### src/rtl/icache_refill.sv
// ---------------------------------------------------------------------------
// icache_refill
//   Instruction-cache line refill engine. On a tag-stage miss the line address
//   and victim way are captured, the line is requested from memory, BEATS
//   32-bit beats are collected into a line buffer and the line is then written
//   into the data array (with a tag refresh pulse) in a single FILL cycle.
//   A flush during the bus transfer lets the transfer drain but suppresses the
//   write; bus errors or a stalled bus (TIMEOUT cycles) end in an ERR pulse.
//
// Ports
//   clk_i, rst_i           clock (rising edge), asynchronous active-high reset
//   miss_i, addr_i, lru_i  miss request, fetch address, victim way
//   flush_i                abort the refill in progress
//   mem_req_o/mem_addr_o   line request, line-aligned address
//   mem_gnt_i              request accepted
//   mem_rvalid_i/_rdata_i  read beats; mem_err_i flags a bad beat
//   refresh_o              tag update pulse (FILL)
//   data_we_o              one-hot way write enable {way1, way0}
//   data_index_o           set index of the refilled line
//   data_wdata_o           assembled line
//   stallreq_o             pipeline stall
//   refill_err_o           one-cycle error pulse
//   perf_miss_cnt_o        accepted misses           (ICACHE_REFILL_PERF_EN)
//   perf_cycle_cnt_o       cycles spent outside IDLE (ICACHE_REFILL_PERF_EN)
//
// Build option: define ICACHE_REFILL_PERF_EN to add saturating perf counters.
// ---------------------------------------------------------------------------
module icache_refill #(
    parameter int BEATS   = 2,
    parameter int TIMEOUT = 255
) (
    input  logic                  clk_i,
    input  logic                  rst_i,
    input  logic                  miss_i,
    input  logic [63:0]           addr_i,
    input  logic                  lru_i,
    input  logic                  flush_i,
    output logic                  mem_req_o,
    output logic [63:0]           mem_addr_o,
    input  logic                  mem_gnt_i,
    input  logic                  mem_rvalid_i,
    input  logic [31:0]           mem_rdata_i,
    input  logic                  mem_err_i,
    output logic                  refresh_o,
    output logic [1:0]            data_we_o,
    output logic [5:0]            data_index_o,
    output logic [32*BEATS-1:0]   data_wdata_o,
    output logic                  stallreq_o,
    output logic                  refill_err_o
`ifdef ICACHE_REFILL_PERF_EN
    ,
    output logic [31:0]           perf_miss_cnt_o,
    output logic [31:0]           perf_cycle_cnt_o
`endif
);

    localparam int BCW = (BEATS > 1) ? $clog2(BEATS) : 1;
    localparam int TCW = (TIMEOUT > 1) ? $clog2(TIMEOUT + 1) : 1;

    typedef enum logic [2:0] {
        S_IDLE,
        S_REQ,
        S_RECV,
        S_FILL,
        S_ERR
    } state_e;

    state_e                state_q, state_d;
    logic [60:0]           line_addr_q, line_addr_d;  // addr[63:3]
    logic                  lru_q, lru_d;
    logic [BCW-1:0]        beat_q, beat_d;
    logic [TCW-1:0]        tmo_q, tmo_d;
    logic                  abort_q, abort_d;
    logic [32*BEATS-1:0]   lbuf_q, lbuf_d;

    // Byte offset is irrelevant: refills are always whole lines.
    logic unused_offset;
    assign unused_offset = ^addr_i[2:0];

    always_ff @(posedge clk_i or posedge rst_i) begin
        if (rst_i) begin
            state_q     <= S_IDLE;
            line_addr_q <= '0;
            lru_q       <= 1'b0;
            beat_q      <= '0;
            tmo_q       <= '0;
            abort_q     <= 1'b0;
            lbuf_q      <= '0;
        end else begin
            state_q     <= state_d;
            line_addr_q <= line_addr_d;
            lru_q       <= lru_d;
            beat_q      <= beat_d;
            tmo_q       <= tmo_d;
            abort_q     <= abort_d;
            lbuf_q      <= lbuf_d;
        end
    end

    always_comb begin
        state_d     = state_q;
        line_addr_d = line_addr_q;
        lru_d       = lru_q;
        beat_d      = beat_q;
        tmo_d       = tmo_q;
        abort_d     = abort_q;
        lbuf_d      = lbuf_q;
        case (state_q)
            S_IDLE: begin
                tmo_d   = '0;
                beat_d  = '0;
                abort_d = 1'b0;
                if (miss_i && !flush_i) begin
                    line_addr_d = addr_i[63:3];
                    lru_d       = lru_i;
                    state_d     = S_REQ;
                end
            end
            S_REQ: begin
                if (mem_gnt_i) begin
                    // Grant beats a simultaneous flush: the bus transfer is
                    // committed, so drain it and only suppress the write.
                    state_d = S_RECV;
                    tmo_d   = '0;
                    abort_d = flush_i;
                end else if (flush_i) begin
                    state_d = S_IDLE;
                end else if (tmo_q == TCW'(TIMEOUT - 1)) begin
                    state_d = S_ERR;
                end else begin
                    tmo_d = tmo_q + TCW'(1);
                end
            end
            S_RECV: begin
                if (flush_i) abort_d = 1'b1;
                if (mem_rvalid_i) begin
                    tmo_d = '0;
                    if (mem_err_i) begin
                        state_d = S_ERR;
                    end else begin
                        lbuf_d[{beat_q, 5'b00000} +: 32] = mem_rdata_i;
                        if (beat_q == BCW'(BEATS - 1)) begin
                            beat_d  = '0;
                            state_d = S_FILL;
                        end else begin
                            beat_d = beat_q + BCW'(1);
                        end
                    end
                end else if (tmo_q == TCW'(TIMEOUT - 1)) begin
                    state_d = S_ERR;
                end else begin
                    tmo_d = tmo_q + TCW'(1);
                end
            end
            S_FILL:  state_d = S_IDLE;
            S_ERR:   state_d = S_IDLE;
            default: state_d = S_IDLE;
        endcase
    end

    logic fill_ok;
    assign fill_ok      = (state_q == S_FILL) && !abort_q;

    assign mem_req_o    = (state_q == S_REQ);
    assign mem_addr_o   = {line_addr_q, 3'b000};
    assign refresh_o    = fill_ok;
    assign data_we_o    = fill_ok ? (lru_q ? 2'b10 : 2'b01) : 2'b00;
    assign data_index_o = line_addr_q[5:0];
    assign data_wdata_o = lbuf_q;
    assign stallreq_o   = (state_q != S_IDLE) || miss_i;
    assign refill_err_o = (state_q == S_ERR);

`ifdef ICACHE_REFILL_PERF_EN
    logic [31:0] perf_miss_q, perf_cycle_q;

    always_ff @(posedge clk_i or posedge rst_i) begin
        if (rst_i) begin
            perf_miss_q  <= '0;
            perf_cycle_q <= '0;
        end else begin
            if (state_q == S_IDLE && miss_i && !flush_i && perf_miss_q != '1)
                perf_miss_q <= perf_miss_q + 32'd1;
            if (state_q != S_IDLE && perf_cycle_q != '1)
                perf_cycle_q <= perf_cycle_q + 32'd1;
        end
    end

    assign perf_miss_cnt_o  = perf_miss_q;
    assign perf_cycle_cnt_o = perf_cycle_q;
`else
    // Performance counters are not built.
`endif

endmodule

### config.mk
export PLATFORM = sky130hd
export DESIGN_NAME = icache_refill
export DESIGN_NICKNAME = d
export VERILOG_FILES = /design/src/rtl/icache_refill.sv
export SDC_FILE = /design/constraint.sdc
export NUM_CORES = 1
export LEC_CHECK = 0
export ABC_AREA = 1
export CORE_MARGIN = 2
export CORE_UTILIZATION = 40
export CTS_BUF_LIST = sky130_fd_sc_hd__clkbuf_4 sky130_fd_sc_hd__clkbuf_8
export DETAILED_ROUTE_END_ITERATION = 8
export PLACE_DENSITY = 0.76
export SYNTH_ARGS = -nofsm -noshare
export SYNTH_HDL_FRONTEND = slang
export SYNTH_SLANG_ARGS = --single-unit
### constraint.sdc
create_clock -name clk_i -period 11.5 [get_ports clk_i]
set_input_delay 3.45 -clock clk_i [delete_from_list [all_inputs] [get_ports clk_i]]
set_output_delay 3.45 -clock clk_i [all_outputs]
set_load 0.01 [all_outputs]
==> run metrics, run 1 <==
status finished, final reports clean; Static Leak 0.004207 µW; Final TNS setup 0 ns; Vias about 5k; Critical Path AT 4.59 ns; Num Clock Sinks 139; final setup fails 0; first-pass GRT wire length 24,980 µm; CTS tree done; setup bufs post-CTS 0; Hold Fails Final Rpt 0; Initial DRC Count 305; Yosys cell types 26; htree depth 4; Clock Skews 0.006914 ns; CTS max path bufs 2; period utilization 0.6995; largest net degree at the start of global routing 77; post-layout net count 981; post-DP HPWL 10,280 µm; CP Launch Type primary input; Cells after Synth 653; Die ar. about 16,000 µm²; Setup crit end kind primary output; final wirelength about 15,000 µm; RSZ-0062 raised after global routing no; port bufs 237; Core ar. between 10,000 and 15,000 µm²; GR Overflow Total 0; Die Wd ~120 µm; routability cong. about 0.77; Layout Area Growth over Synthesis 48.75%; Min Clock Period, post-route roughly 8.0 ns; Die Span Y roughly 120 µm; # IOs 244; antenna cells 0; max cap viols 0; Final ANT Viol Nets 0; Slew headroom 0.2494; Post-CTS Hold Fix Bufs 0; post-synthesis sequential area ratio 0.5973; Post-CTS Resized 0; critical path class primary input to primary output; Pins Over Slew Limit 0; iteration count of the initial detailed-routing pass 5; Post-route DRC 0; Pwr Total 2090 µW; layout cells sized above 1 0.06998; DR WL/cell 13.90 µm; final core occ 0.6028; total track usage 0.1996; Initial Utilization 0.4053; Avg Inst Size Synth 8.917 µm²; Worst IR Drop VDD 0.1213 mV; TritonCTS Buffers 17; initial antenna violation count 0; Fmax 124.3 MHz; Mapped Area 5823 µm²; via/cell ratio roughly 4.7; crit-path max FO 2; Hold Path Class flip-flop to flip-flop; vias in the first global route 4,975; WP data required 8.05 ns; Ys Warns 0; worst skew pair latency 0.43 ns; Clock Tree Root clkbuf_8; synthesized flop and latch total 139; most frequent cells in the layout clkdlybuf4s50_1, nand2_1, dfrtp_1; Cell Pwr Density about 240 nW/µm²; clk slew on worst S/H paths 0.07 ns; Row Count 44; most common library cell in the layout ignoring fill and taps clkdlybuf4s50_1; Slew @ Worst Pin ~1.1 ns
report_power, final:
part / switching [µW] / internal (µW) / total, µW
clock: 173 / 258 / 432
sequential: 107 / 677 / 784
combinational: 415 / 459 / 874
critical path: stages:
cell and delay, ns:
clkdlybuf4s50_1 0.46, inv_1 0.07, nand2_1 0.07, clkdlybuf4s50_1 0.55
synth_stat cells:
cell      number  area [µm²]
a21oi_1        5       25.02
buf_1          1       3.750
buf_2         19       95.09
buf_4          9       67.56
buf_6          5       56.30
clkbuf_1       6       22.52
conb_1         1       3.750
dfrtp_1      139        3478
ha_1           2       25.02
inv_1         53       198.9
inv_2          3       11.26
nand2_1      236       885.9
nand2_2        4       25.02
nand2_4        1       11.26
nand3_1       72       360.4
nand3b_1       2       15.01
nand4_1        2       12.51
nor2_1        11       41.29
nor2_2         3       18.77
nor2_4         3       33.78
nor3_1         1       5.000
o211ai_1       1       7.510
o21ai_0        9       45.04
o21ai_1       52       260.3
o21ai_2       12       105.1
xor2_1         1       8.760
final timing paths:
check	startpoint	end	slack, ns	cells past startpoint
worst max register to register	state_q[0]	lru_q	9.15	7
min in group asynchronous	rst_i	data_wdata_o[46]	3.50	2
worst min register to register	line_addr_q[46]	line_addr_q[46]	0.47	2
max in group asynchronous	rst_i	data_wdata_o[47]	6.70	3
worst min-delay path	line_addr_q[46]	line_addr_q[46]	0.47	2
worst max-delay path	miss_i	stallreq_o	3.46	4
kinds of logic after synthesis:
logic type / count (synthesis) / share of synthesized area
AND/OR/NAND/NOR: 335 / 0.2419
flip-flops: 139 / 0.5973
buffers and inverters: 96 / 0.07821
AO/OA/AOI/OAI: 79 / 0.07606
adder cells (fa/ha/maj): 2 / 0.004297
XOR/XNOR: 1 / 0.001504
other: 1 / 0.0006440
layout make-up:
| class | count | area, µm² |
|---|---|---|
| multi-input combinational | 420 | 1899 |
| timing repair buffer | 241 | 2402 |
| clock inverter | 7 | 138.9 |
| fill | 1289 | 5707 |
| clock buffer | 23 | 297.8 |
| inverter | 56 | 215.2 |
| tap | 184 | 230.2 |
| sequential | 139 | 3478 |
per-layer routing:
metal,up-vias,share of wire,track usage,wire length (µm)
li1,2494,-,-,-
met1,2324,0.42,0.2648,6290
met2,218,0.45,0.2960,6641
met4,0,0.017,0.07270,256
met5,-,0,0,0
met3,18,0.11,0.08076,1684
through the flow:
stage	instance area (µm²)	cells	hold slack [ns]	setup WS, ns
detailed placement	8225	1040	0.4578	3.456
global route	8662	1070	0.4855	3.400
global placement	8225	1040	0.4523	3.454
floorplan	5831	655	0.4696	4.325
CTS	8662	1070	0.4754	3.444
finish	8662	1070	0.4691	3.456
sequential cells by signal, indices dropped and copies added, names as in the netlist:
register	count
tmo_q	8
abort_q	1
beat_q	1
data_wdata_o	64
state_q	3
lru_q	1
line_addr_q	61
(Power assumes the default switching activity.)
==> run 2, diff against run 1 <==
Clock period 11.5 ns to 8.3 ns, I/O delays scaled along.
==> run metrics, run 2 (same netlist as run 1, synthesis figures left out) <==
Final TNS setup 0 ns; R2R Path Start state_q[2]; Int Pwr 1955 µW; Seq pwr share 0.368; Setup crit end kind primary output; Critical Path Start miss_i; DR WL/cell 13.89 µm; first-pass GRT wire length 25,110 µm; Clock Tree Root clkbuf_8; Fmax 162.9 MHz; most frequent cells in the layout clkdlybuf4s50_1, nand2_1, dfrtp_1; CTS tree done; total track usage 0.2008; Endpoint, Worst Hold line_addr_q[49]; most common library cell in the layout ignoring fill and taps clkdlybuf4s50_1; Post-CTS Hold Fix Bufs 0; clk slew on worst S/H paths 0.07 ns; Num Clock Sinks 139; fill count 1,267; number of flip-flops in the largest register 64; Buf/Inv on CP 3; # IOs 244; critical path, cell by cell clkdlybuf4s50_1 > inv_1 > nand2_1 > clkdlybuf4s50_1; TritonCTS Buffers 17; setup bufs post-CTS 0; Largest delay share family, worst path buffers and inverters; Clk pwr share 0.221; iteration count of the initial detailed-routing pass 5; DP Area between 8000 and 9000 µm²; final wirelength 14,910 µm; Static Leak about 0.0042 µW; Core ar. 14,370 µm²; critical path class primary input to primary output; routability cong. about 0.80; Die Span Y 124.7 µm; Slowest cell on crit path clkdlybuf4s50_1; Pins Over Slew Limit 0; antenna cells 0; Critical Path AT 3.65 ns; hold depth 2; Final ANT Viol Nets 0; post-layout net count 982; vias in the first global route 4,994; post-DP HPWL slightly above 10,000 µm; WP data required 5.81 ns; Post-CTS Resized 0; reg2reg setup slack 5.98 ns; Layout Area Growth over Synthesis 49.61%; Hold Path Class flip-flop to flip-flop; Clock Skews 0.008076 ns; RSZ-0062 raised after global routing no; via/cell ratio 4.718; CP Launch Type primary input; largest net degree at the start of global routing 83; max cap viols 0; RR Endpoint lru_q; switching power total 988.5 µW; Row Count 44; worst reg-to-reg path cell count 7; min-delay src line_addr_q[49]; CP most frequent cell clkdlybuf4s50_1; Cell Pwr Density 337.9 nW/µm²; Vias 5,062; worst skew pair latency between 0.4 and 0.5 ns; CP max stage delay 0.55 ns; Initial Utilization 0.4053; CTS max path bufs 2; Die ar. 15,540 µm²; fin area 8712 µm²; GR Overflow Total 0; initial antenna violation count 0; combinational power share 0.410; crit-path max FO 2; status finished, final reports clean; port bufs 237; Die Wd 124.7 µm; Worst IR Drop VDD 0.1505 mV; Initial DRC Count around 280; layout cells sized above 1 0.07312; Slew @ Worst Pin 0.7380 ns; htree depth 4; Switching Fraction 0.3358; Min Clock Period, post-route 6.137 ns; Hold Fails Final Rpt 0; Slew headroom 0.5080; final setup fails 0; Post-route DRC 0; period utilization 0.7394
run 2: changes by cell type in the layout (fill, tap and decap cells not counted), sizes merged:
cell	delta
clkbuf	-3
bufinv	+1
clkinvlp	+1
buf	+1
inv	+3
run 2: worst max path at each step:
stage                       to  depth (start not counted)  slack [ns]
global route        stallreq_o                          4        2.13
CTS                 stallreq_o                          4        2.15
finish              stallreq_o                          4        2.16
detailed placement  stallreq_o                          4        2.16
global placement    stallreq_o                          4        2.17
floorplan              abort_q                          1        2.09
run 2: layer usage:
metal  track usage  wire length, µm  vias to the layer above
li1              -                -                     2505
met5             0                0                        -
met3       0.09321             1703                       21
met4       0.07006              282                        0
met1        0.2664             6455                     2325
met2        0.2903             6464                      211
run 2: power groups by stage:
stage | clock network, µW | logic [µW] | registers [µW]
after floorplan | 0 | 433 | 1210
after global placement | 0 | 1210 | 1080
after detailed placement | 0 | 1220 | 1090
after CTS | 670 | 1220 | 1090
after global routing | 705 | 1330 | 1120
final | 651 | 1210 | 1080
run 2: tightest hold or removal path: cells and delay by family (launching register included):
| family | cells | cell delay, ns |
|---|---|---|
| flip-flops | 1 | 0.34 |
| AND/OR/NAND/NOR | 2 | 0.10 |
run 2: area by class of cell:
cell class,count,area [µm²],area share
clock inverters,12,210.2,0.02413
repair buffers,242,2410,0.2766
clock buffers,20,269.0,0.03088
inverters,56,215.2,0.02470
multi-input cells,420,1899,0.2180
well taps,184,230.2,0.02643
flip-flops and latches,139,3478,0.3993
run 2: through the flow:
stage	power (µW)	utilization	setup slack, ns	hold slack (ns)	cells
3_3_place_gp	2292	0.5730	2.173	0.4515	1041
4_1_cts	2980	0.6063	2.153	0.4769	1073
2_1_floorplan	1640	-	2.085	0.4696	655
5_1_grt	3155	0.6063	2.126	0.4946	1073
3_5_place_dp	2313	0.5730	2.162	0.4578	1041
6_report	2944	0.6063	2.163	0.4714	1073
